--- src/rtl/line_streamer_pkg.sv ---
// Shared state encoding, default widths and pointer-entry layout for line_streamer.
package line_streamer_pkg;
  localparam int DEF_CHAR_W = 8;
  localparam int DEF_ADDR_W = 10;
  localparam int DEF_LEN_W  = 10;
  localparam int DEF_LINE_W = 8;

  // Pointer entry is {len, start}; start sits at the bottom, len directly above it.
  localparam int PTR_START_LSB = 0;

  typedef enum logic [2:0] {
    IDLE, PTR_WAIT, PTR_LAT, CH_RD, CH_CAP, CH_OUT, DONE
  } state_t;
endpackage

--- src/rtl/pair_out_reg.sv ---
// Output character-pair register; holds valid and data until the consumer takes them.
module pair_out_reg
  import line_streamer_pkg::*;
#(
  parameter int CHAR_W = DEF_CHAR_W
) (
  input  logic              clk,
  input  logic              rst,
  input  logic              load,
  input  logic              flush,
  input  logic              ready,
  input  logic [CHAR_W-1:0] load_lhs,
  input  logic [CHAR_W-1:0] load_rhs,
  input  logic              load_last,
  output logic              valid,
  output logic              last,
  output logic [CHAR_W-1:0] lhs,
  output logic [CHAR_W-1:0] rhs,
  output logic              fire
);
  assign fire = valid & ready;

  // flush outranks load so an abort landing in CH_CAP never exposes a pair
  always_ff @(posedge clk) begin
    if (rst) begin
      valid <= 1'b0;
      last  <= 1'b0;
      lhs   <= '0;
      rhs   <= '0;
    end else if (flush) begin
      valid <= 1'b0;
      last  <= 1'b0;
    end else if (load) begin
      valid <= 1'b1;
      last  <= load_last;
      lhs   <= load_lhs;
      rhs   <= load_rhs;
    end else if (fire) begin
      valid <= 1'b0;
    end
  end
endmodule

--- src/rtl/line_streamer.sv ---
// Streams one line of character pairs: pointer-table lookup, then sequential pair reads.
module line_streamer
  import line_streamer_pkg::*;
#(
  parameter int CHAR_W = DEF_CHAR_W,
  parameter int ADDR_W = DEF_ADDR_W,
  parameter int LEN_W  = DEF_LEN_W,
  parameter int LINE_W = DEF_LINE_W
) (
  input  logic                    clk,
  input  logic                    rst,
  input  logic                    req_valid,
  output logic                    req_ready,
  input  logic [LINE_W-1:0]       req_line,
  input  logic                    abort,
  output logic [LINE_W-1:0]       ptr_addr,
  input  logic [LEN_W+ADDR_W-1:0] ptr_dout,
  output logic [ADDR_W-1:0]       mem_addr,
  input  logic [2*CHAR_W-1:0]     mem_dout,
  output logic                    out_valid,
  input  logic                    out_ready,
  output logic [CHAR_W-1:0]       out_lhs,
  output logic [CHAR_W-1:0]       out_rhs,
  output logic                    out_last,
  output logic                    done,
  output logic                    busy
);
  localparam int LEN_LSB = PTR_START_LSB + ADDR_W;
  localparam logic [ADDR_W-1:0] ADDR_ONE = 1;
  localparam logic [LEN_W-1:0]  LEN_ONE  = 1;

  state_t            state;
  logic [LEN_W-1:0]  remaining;
  logic [ADDR_W-1:0] ptr_start;
  logic [LEN_W-1:0]  ptr_len;
  logic              fire;

  assign ptr_start = ptr_dout[PTR_START_LSB +: ADDR_W];
  assign ptr_len   = ptr_dout[LEN_LSB +: LEN_W];
  assign req_ready = (state == IDLE);
  assign busy      = (state != IDLE);

  // abort in IDLE simply holds IDLE, which also blocks any pending request
  always_ff @(posedge clk) begin
    if (rst) begin
      state     <= IDLE;
      ptr_addr  <= '0;
      mem_addr  <= '1;
      remaining <= '0;
      done      <= 1'b0;
    end else begin
      done <= 1'b0;
      if (abort) begin
        state <= IDLE;
      end else begin
        case (state)
          IDLE: if (req_valid) begin
            ptr_addr <= req_line;
            state    <= PTR_WAIT;
          end
          PTR_WAIT: state <= PTR_LAT;
          PTR_LAT: if (ptr_len == '0) begin
            state <= DONE;
            done  <= 1'b1;
          end else begin
            mem_addr  <= ptr_start;
            remaining <= ptr_len;
            state     <= CH_RD;
          end
          CH_RD:  state <= CH_CAP;
          CH_CAP: state <= CH_OUT;
          CH_OUT: if (fire) begin
            // <= rather than == keeps remaining from ever wrapping below zero
            if (remaining <= LEN_ONE) begin
              state <= DONE;
              done  <= 1'b1;
            end else begin
              mem_addr  <= mem_addr + ADDR_ONE;
              remaining <= remaining - LEN_ONE;
              state     <= CH_RD;
            end
          end
          DONE:    state <= IDLE;
          default: state <= IDLE;
        endcase
      end
    end
  end

  pair_out_reg #(.CHAR_W(CHAR_W)) u_out (
    .clk       (clk),
    .rst       (rst),
    .load      (state == CH_CAP),
    .flush     (abort && (state != IDLE)),
    .ready     (out_ready),
    .load_lhs  (mem_dout[2*CHAR_W-1:CHAR_W]),
    .load_rhs  (mem_dout[CHAR_W-1:0]),
    .load_last (remaining == LEN_ONE),
    .valid     (out_valid),
    .last      (out_last),
    .lhs       (out_lhs),
    .rhs       (out_rhs),
    .fire      (fire)
  );
endmodule

--- config.mk ---
export PLATFORM = sky130hd
export DESIGN_NAME = line_streamer
export DESIGN_NICKNAME = d
export VERILOG_FILES = /design/src/rtl/line_streamer_pkg.sv /design/src/rtl/pair_out_reg.sv /design/src/rtl/line_streamer.sv
export SDC_FILE = /design/constraint.sdc
export NUM_CORES = 1
export LEC_CHECK = 0
export BUFFER_PORTS_ARGS = -buffer_cell sky130_fd_sc_hd__buf_2
export CORE_ASPECT_RATIO = 1.2
export CORE_UTILIZATION = 55
export CTS_CLUSTER_DIAMETER = 30
export DETAILED_ROUTE_END_ITERATION = 16
export GPL_TIMING_DRIVEN = 0
export PLACE_DENSITY_LB_ADDON = 0.25
export SLEW_MARGIN = 20
export SYNTH_ARGS = -nofsm -noshare
export SYNTH_HDL_FRONTEND = slang
export SYNTH_HIERARCHICAL = 1
export SYNTH_SLANG_ARGS = --single-unit
--- constraint.sdc ---
create_clock -name clk -period 4.5 [get_ports clk]
set_clock_uncertainty 0.2 [all_clocks]
set_input_delay 0.225 -clock clk [delete_from_list [all_inputs] [get_ports clk]]
set_output_delay 0.225 -clock clk [all_outputs]
set_load 0.02 [all_outputs]
; ---- Word level (Yosys, flattened, before mapping)
; Index checks and enable logic that the tools add are counted.
; W data, S select, Z words.
[op_classes]
addsub = 2
n_lt_le_gt_ge = 1
eq_ne = 10
mux = 19
bitwise = 3
reduce_logical = 12
[op_table]
columns = op, count
row1 = $mux W10, 6
row2 = $pmux W10 S2, 2
row3 = $pmux W3 S6, 1
row4 = $mux W3, 4
row5 = $add A10 B1 Y10 const B, 1
row6 = $eq A10 B1 Y1 const B, 1
row7 = $le A10 B1 Y1 const B, 1
row8 = $logic_not A10 Y1, 1
row9 = $sub A10 B1 Y10 const B, 1
row10 = $ne A2 B2 Y1 const B, 4
row11 = $eq A3 B2 Y1 const B, 2
row12 = $eq A3 B3 Y1 const B, 2
row13 = $mux W1, 5
row14 = $reduce_and A5 Y1, 1
row15 = $reduce_and A2 Y1, 2
row16 = $reduce_bool A2 Y1, 2
row17 = $reduce_or A2 Y1, 2
row18 = $eq A3 B1 Y1 const B, 1
row19 = $logic_not A3 Y1, 1
row20 = $reduce_and A3 Y1, 1
row21 = $reduce_bool A3 Y1, 1
row22 = $not A1 Y1, 2
row23 = $pmux W1 S2, 1
row24 = $and A1 B1 Y1, 1
row25 = $logic_and A1 B1 Y1, 1
[word_totals]
regBits = 50
word_cells = 56

; ---- Logic depth before layout (Yosys ltp)
; Gate-level depths: netlist (run 1).
[logic_depth]
word_depth = 4
mapped_depth = 9

; ---- Cells and area by module
; Netlist (run 1), hierarchy kept.
[modules_own_cells]
columns = module, instances, cells_per_inst, area_per_inst_um2, seq_area_each_um2
row1 = line_streamer, 1, 239, 1874.3, 640.6
row2 = pair_out_reg, 1, 79, 858.3, 360.3

; ---- Worst setup path after synthesis (run 1)
; Ideal clock, no wire load.
[synth_path]
kind = reg2reg
from = register state[0]
to = register mem_addr[4]
setup_time_ps = 127
arrival_ps = 1671
required_ps = 4173
slack_ps = 2503
stages_incl_launch_ff = 8
path_buffers = 2
synth_period_minus_slack_ps = 1997
cell_sequence = dfxtp_1 -> buf_2 -> or3b_1 -> a211oi_2 -> nand3_1 -> buf_4 -> a2111oi_4 -> a21oi_1
[synth_between]
elab_chain_len = 3
word_cells_on_any_way = 8
[synth_lines]
columns = element, line_no
row1 = start: declaration, line_streamer.sv:32  ; state_t state;
row2 = start signal: assignment, line_streamer.sv:46  ; state <= IDLE;
row3 = start signal: assignment, line_streamer.sv:54  ; state <= IDLE;
row4 = start signal: assignment, line_streamer.sv:59  ; state <= PTR_WAIT;
row5 = $eq A3 B3 Y1 or $eq A3 B2 Y1 (tied branches), line_streamer.sv:56  ; case (state)
row6 = $ne A2 B2 Y1 (no line) or $reduce_bool A2 Y1 (tied branches), n/a
row7 = $reduce_and A5 Y1 (no line), n/a
row8 = end signal: assignment, line_streamer.sv:66  ; mem_addr <= ptr_start;
row9 = end signal: assignment, line_streamer.sv:78  ; mem_addr <= mem_addr + ADDR_ONE;
row10 = end: declaration, line_streamer.sv:18  ; output logic [ADDR_W-1:0] mem_addr,
; Parallel ways exist; a longest one is shown, timed or not.
; A chain may end at the register's enable or synchronous reset.

; ---- Final worst setup path (run 1)
[layout_path]
from = register state[0]
to = register remaining[8]
[layout_between]
elab_chain_len = 3
word_cells_on_any_way = 8
[layout_lines]
columns = element, line_no
row1 = $eq A3 B3 Y1 or $eq A3 B2 Y1 (tied branches), line_streamer.sv:56
row2 = $ne A2 B2 Y1 (no line) or $reduce_bool A2 Y1 (tied branches), n/a
row3 = $reduce_and A5 Y1 (no line), n/a
row4 = end signal: assignment, line_streamer.sv:67  ; remaining <= ptr_len;
row5 = end signal: assignment, line_streamer.sv:79  ; remaining <= remaining - LEN_ONE;
row6 = end: declaration, line_streamer.sv:33  ; logic [LEN_W-1:0] remaining;
; Parallel ways exist; a longest one is shown, timed or not.

==> flow_metrics.tcl, run 1 <==
set metrics [dict create \
    cts_num_sinks 50 \
    ctsResizeCount 0 \
    outcome "complete, no violations" \
    drive_gt1_frac 0.275 \
    ff2ff_setup_slack_ns 2.23 \
    postCtsHoldBufs 24 \
    cpPeakStageDelay_ns 0.34 \
    cp-start-kind "register" \
    irDropWorstVdd_v 0.000200 \
    clkTransAtPathRegs_ns 0.11 \
    cp_top_family "buffers and inverters" \
    wirelength_mm 7.71 \
    port-buffer-count 87 \
    place_worst_setup_slack_ns 2.28 \
    num_vias 2831 \
    async_flop_share 0 \
    path_class "reg -> reg" \
    ys_seq_area_frac 0.366 \
    clk-insertion-delay-late_ns 0.31 \
    drt_iter0_markers 138 \
    cts_tree "done" \
    ant_nets 0 \
    end_kind "register" \
    hpwl_mm 5.00 \
    yosysWarningCount 6 \
    h-tree-depth 2 \
    relSlewSlack 0.533 \
    area_delta_synth_final_pct 30.9 \
    syn_avg_cell_area_um2 8.59 \
    dp_cells 463 \
    power.leakage_nw 1.51 \
    synth_ff_type "dfxtp_1" \
    numCtsBuffers 5 \
    synth_nets 370 \
    fin_area_um2 3580 \
    utilization 0.762 \
    grt_pass1_wl_mm 12.4 \
    setup_tns_ns 0 \
    maxCapViolations 0 \
    slew_viol_final 0 \
    grt_pass1_vias 2691 \
    die_area_um2 5260 \
    ys_ff_latch 50 \
    grt_max_degree 19 \
    holdWs_ns 0.00920 \
    cts_root_buffer "clkbuf_8" \
    clk_path_buf_depth 2 \
    crit_path_frequent_cell "buf_6" \
    cp_slowest_cell "dfxtp_1" \
    grt-ovfl-total 0 \
    hold_depth 3 \
    worst_pin_slew_ns 0.694 \
    synth_edf_count 0 \
    hold_viol 0 \
    fin_crit_sh 0.504 \
    core_um2 4700 \
    synth_cells 318 \
    power_density_nw_per_um2 241 \
    path_buf_inv 4 \
    required_ns 4.52 \
    die_h_um 79.2 \
    dr.pass1.iters 4 \
    r2r_cells 8 \
    gp_congestion 0.882 \
    postCtsSetupBuffers 0 \
    drcViolationCount 0 \
    crit_chain "buf_2 > and3b_1 > clkbuf_1 > o2111ai_1 > and3_1 > buf_6 > buf_6 > a32o_1" \
    setup_viol 0 \
    dpl-instance-area_um2 3240 \
    fin_nets 488 \
    rsz0062_at_grt "false" \
    hp-class "in -> reg" \
    ys_types 53 \
    synth_area_um2 2730 \
    path_depth 8 \
    wl_per_cell_um 15.6 \
    chipWidth_um 66.3 \
    path_max_fanout 10 \
    io_pins 88 \
    num_rows 27 \
    fin_crit_ns 2.27 \
    diodes 0 \
    fin_cells 495 \
    arrival_ns 2.28 \
    routed_via_density 5.72 \
    max_freq_mhz 441 \
    antenna_found_initial 0 \
    start_util 0.582 \
    p_total_mw 0.861 \
    fin_ws_ns 2.23 \
    grt_util_all_layers 0.308 \
]
-- registers in the layout, indices dropped and copies added, names as in the netlist --
register,count
done,1
mem_addr,10
ptr_addr,8
remaining,10
state,3
u_out/last,1
u_out/lhs,8
u_out/rhs,8
u_out/valid,1
-- metal layers --
metal  vias up  wire length, um  part of all wire  track usage
met2       105             4020              0.52        0.559
li1       1399                -                 -            -
met3        10              419             0.054       0.0546
met1      1317             3150              0.41        0.348
met4         0              119             0.015        0.117
met5         -                0                 0            0
-- placed cells by master (no fill, tap or decap), types with 4 or more instances in the layout --
cell / synthesis / routed
nand4bb_1: 16 / 16
mux2i_1: 9 / 9
clkbuf_1: 15 / 15
a21oi_1: 19 / 19
nand2b_1: 16 / 16
buf_2: 2 / 89
and2_1: 5 / 5
dlygate4sd3_1: 0 / 24
o21ai_2: 11 / 11
nand2_1: 18 / 18
a31oi_1: 7 / 7
buf_6: 5 / 5
clkbuf_8: 0 / 5
a211oi_1: 6 / 6
and3_1: 5 / 5
dfxtp_1: 50 / 50
o21ai_0: 25 / 25
inv_1: 7 / 7
nor4_1: 4 / 4
nand3_1: 6 / 6
nor2_1: 40 / 40
-- worst min-delay path: stages --
cell       delay (ns)
buf_2            0.10
nand4bb_1        0.11
o21ai_2          0.06
-- final timing paths --
path	from	endpoint
worst min-delay path	mem_dout[2]	u_out/rhs[2]
worst min register to register	u_out/rhs[0]	u_out/rhs[0]
worst max-delay path	state[0]	remaining[8]
worst max register to register	state[0]	remaining[8]
-- where the power goes --
part	switching [mW]	internal, mW	total, mW
Combinational	0.0597	0.0600	0.120
Sequential	0.00450	0.449	0.453
Clock	0.173	0.115	0.288
Total	0.237	0.623	0.861
-- area by class of cell --
class / count / area, um2
plain buffers: 24 / 150
clock buffers: 5 / 68.8
clock inverters: 3 / 26.3
fillers: 334 / 1120
inverters: 7 / 26.3
multi-input cells: 237 / 1560
flip-flops and latches: 50 / 1000
well taps: 58 / 72.6
repair buffers: 111 / 676
-- kinds of logic (layout without fill, tap and decap cells) --
kind of cell / after synthesis / after routing / synth area share
mux: 9 / 9 / 0.0330
compound gates: 90 / 90 / 0.225
flops: 50 / 50 / 0.366
simple gates: 132 / 132 / 0.288
fa+ha+maj: 3 / 3 / 0.0137
buf+inv: 31 / 150 / 0.0646
xor+xnor: 3 / 3 / 0.00962
-- cell usage after synthesis, drive strengths merged (9+ instances only) --
master | instances | area (um2)
buf | 9 | 93.8
o21ai | 36 | 221
a21oi | 19 | 95.1
nand2 | 18 | 67.6
mux2i | 9 | 90.1
nand4bb | 16 | 180
dfxtp | 50 | 1000
nor2 | 40 | 150
clkbuf | 15 | 56.3
nand2b | 16 | 100
Power figures use the tool's default switching activity.
==> run 2: changes to the inputs <==
- CORE_UTILIZATION: 55 -> 46
- clock period: 4.5 -> 2 ns (I/O delays scaled with it)
==> run 2 against run 1 <==
The flow now finishes with violations (setup timing). Die area is 19% higher. Critical path depth is 1 lower. Sequential power is 130% higher. Sequential share of layout area is 3.4 points lower. Largest cell class unchanged. Highest routed layer unchanged.
==> flow_metrics.tcl, run 2 (synthesis gave the netlist of run 1 again) <==
set metrics [dict create \
    outcome "finished with violations" \
    violations "setup timing" \
    rsz0062_at_grt "true" \
    setup_viol 20 \
    dr.pass1.iters 4 \
    maxCapViolations 0 \
    layout_common_cells "87 x buf_2, 47 x dfxtp_1, 42 x dlygate4sd3_1" \
    gp_congestion 0.905 \
    fin_nets 518 \
    dp_cells 485 \
    drive_gt1_frac 0.353 \
    routed_via_density 5.54 \
    seq_area_um2 1000 \
    grt-ovfl-total 0 \
    hp-class "in -> reg" \
    antenna_found_initial 0 \
    wirelength_mm 8.27 \
    area_delta_synth_final_pct 49.5 \
    power.leakage_nw 1.72 \
    fin_crit_sh 1.07 \
    biggestRegsByFlops "mem_addr (10), remaining (10)" \
    layout_commonest_cell "buf_2" \
    ant_nets 0 \
    worst_pin_slew_ns 0.741 \
    irDropWorstVdd_v 0.000376 \
    cts_num_sinks 50 \
    fin_crit_ns 2.15 \
    hold_viol 0 \
    drcViolationCount 0 \
    cp-startpoint "state[2]" \
    max_freq_mhz 465 \
    arrival_ns 2.17 \
    cts_root_buffer "clkbuf_8" \
    slew_viol_final 0 \
    hold_path.startpoint "ptr_dout[15]" \
    grt_util_all_layers 0.271 \
    num_rows 30 \
    wl_per_cell_um 15.1 \
    core_um2 5710 \
    io_pins 88 \
    num-fill-cells 463 \
    path_max_fanout 6 \
    num_vias 3033 \
    r2r_start "state[2]" \
    cts_tree "done" \
    cp-start-kind "register" \
    numCtsBuffers 5 \
    diodes 0 \
    power_density_nw_per_um2 488 \
    clk-insertion-delay-late_ns 0.31 \
    multiInputGateArea_um2 1700 \
    h-tree-depth 2 \
    chipWidth_um 72.4 \
    fin_cells 547 \
    relSlewSlack 0.501 \
    required_ns 2.02 \
    drt_iter0_markers 187 \
    hpwl_mm 5.01 \
    die_area_um2 6250 \
    grt_pass1_wl_mm 13.2 \
    path_class "reg -> reg" \
    port-buffer-count 87 \
    die_h_um 86.4 \
    clk_path_buf_depth 2 \
    fin_ws_ns -0.150 \
    place_worst_setup_slack_ns -0.238 \
    grt_max_degree 19 \
    start_util 0.479 \
    grt_pass1_vias 2837 \
    end_kind "register" \
    clkTransAtPathRegs_ns 0.11 \
]
## run 2: changes by cell type in the layout (fill, tap and decap cells not counted), moves of 3 or more
cell           delta
a211oi_1          -3
clkbuf_1          -6
dfxtp_2           +3
buf_4            +10
clkbuf_2          +5
o21ai_0           -7
o21ai_1           +5
a21oi_2           +4
dfxtp_1           -3
a21oi_1           -4
nand2_1           -3
dlygate4sd3_1    +18
## run 2: final timing paths
check	to	slack (ns)	depth (start not counted)
setup / recovery	remaining[8]	-0.15	7
hold / removal	remaining[5]	0.008	4
setup reg to reg	remaining[8]	-0.15	7
hold reg to reg	u_out/lhs[0]	0.28	2
## run 2: stage by stage
stage	hold WS (ns)	TNS, ns	power (mW)	util	instance area (um2)
detailed placement	0.137	-3.19	1.27	0.573	3270
finish	0.00845	-1.94	1.99	0.716	4080
CTS	0.00447	-0.725	1.99	0.699	3990
floorplan	-0.0207	0	1.17	-	2730
global route	0.0454	-3.52	2.07	0.716	4080
global placement	0.131	-2.96	1.27	0.573	3270
## run 2: routing by layer
metal | up-vias | track usage | wire length (um)
li1 | 1455 | - | -
met1 | 1422 | 0.310 | 3380
met2 | 130 | 0.474 | 4090
met3 | 26 | 0.0570 | 486
met4 | 0 | 0.135 | 306
met5 | - | 0 | 0
## run 2: cell type report
type	instances	area share
multi-input combinational	237	0.417
sequential	50	0.246
timing repair buffer	142	0.240
buffer	23	0.0423
tap	80	0.0245
clock buffer	5	0.0169
clock inverter	3	0.00705
inverter	7	0.00643
## run 2: critical path, cell delays in order, from the launching register on
cell	delay, ns
dfxtp_2	0.33
buf_6	0.12
or3b_4	0.41
nand4b_1	0.25
and3_4	0.28
buf_8	0.14
buf_8	0.13
a32o_1	0.19
## run 2: what timing repair did
action / 4_1_cts / 5_1_grt
hold endpoints to repair: 44 / 0
pin swaps: 12 / 8
buffers inserted: 5 / 5
hold buffers: 42 / 0
endpoints found under the setup margin: 20 / 38
resized for setup: 38 / 20
cloned: 3 / 0
## run 2: power by group
| part | switching (mW) | internal [mW] |
|---|---|---|
| Combinational | 0.147 | 0.170 |
| Sequential | 0.0100 | 1.01 |
| Clock | 0.394 | 0.263 |
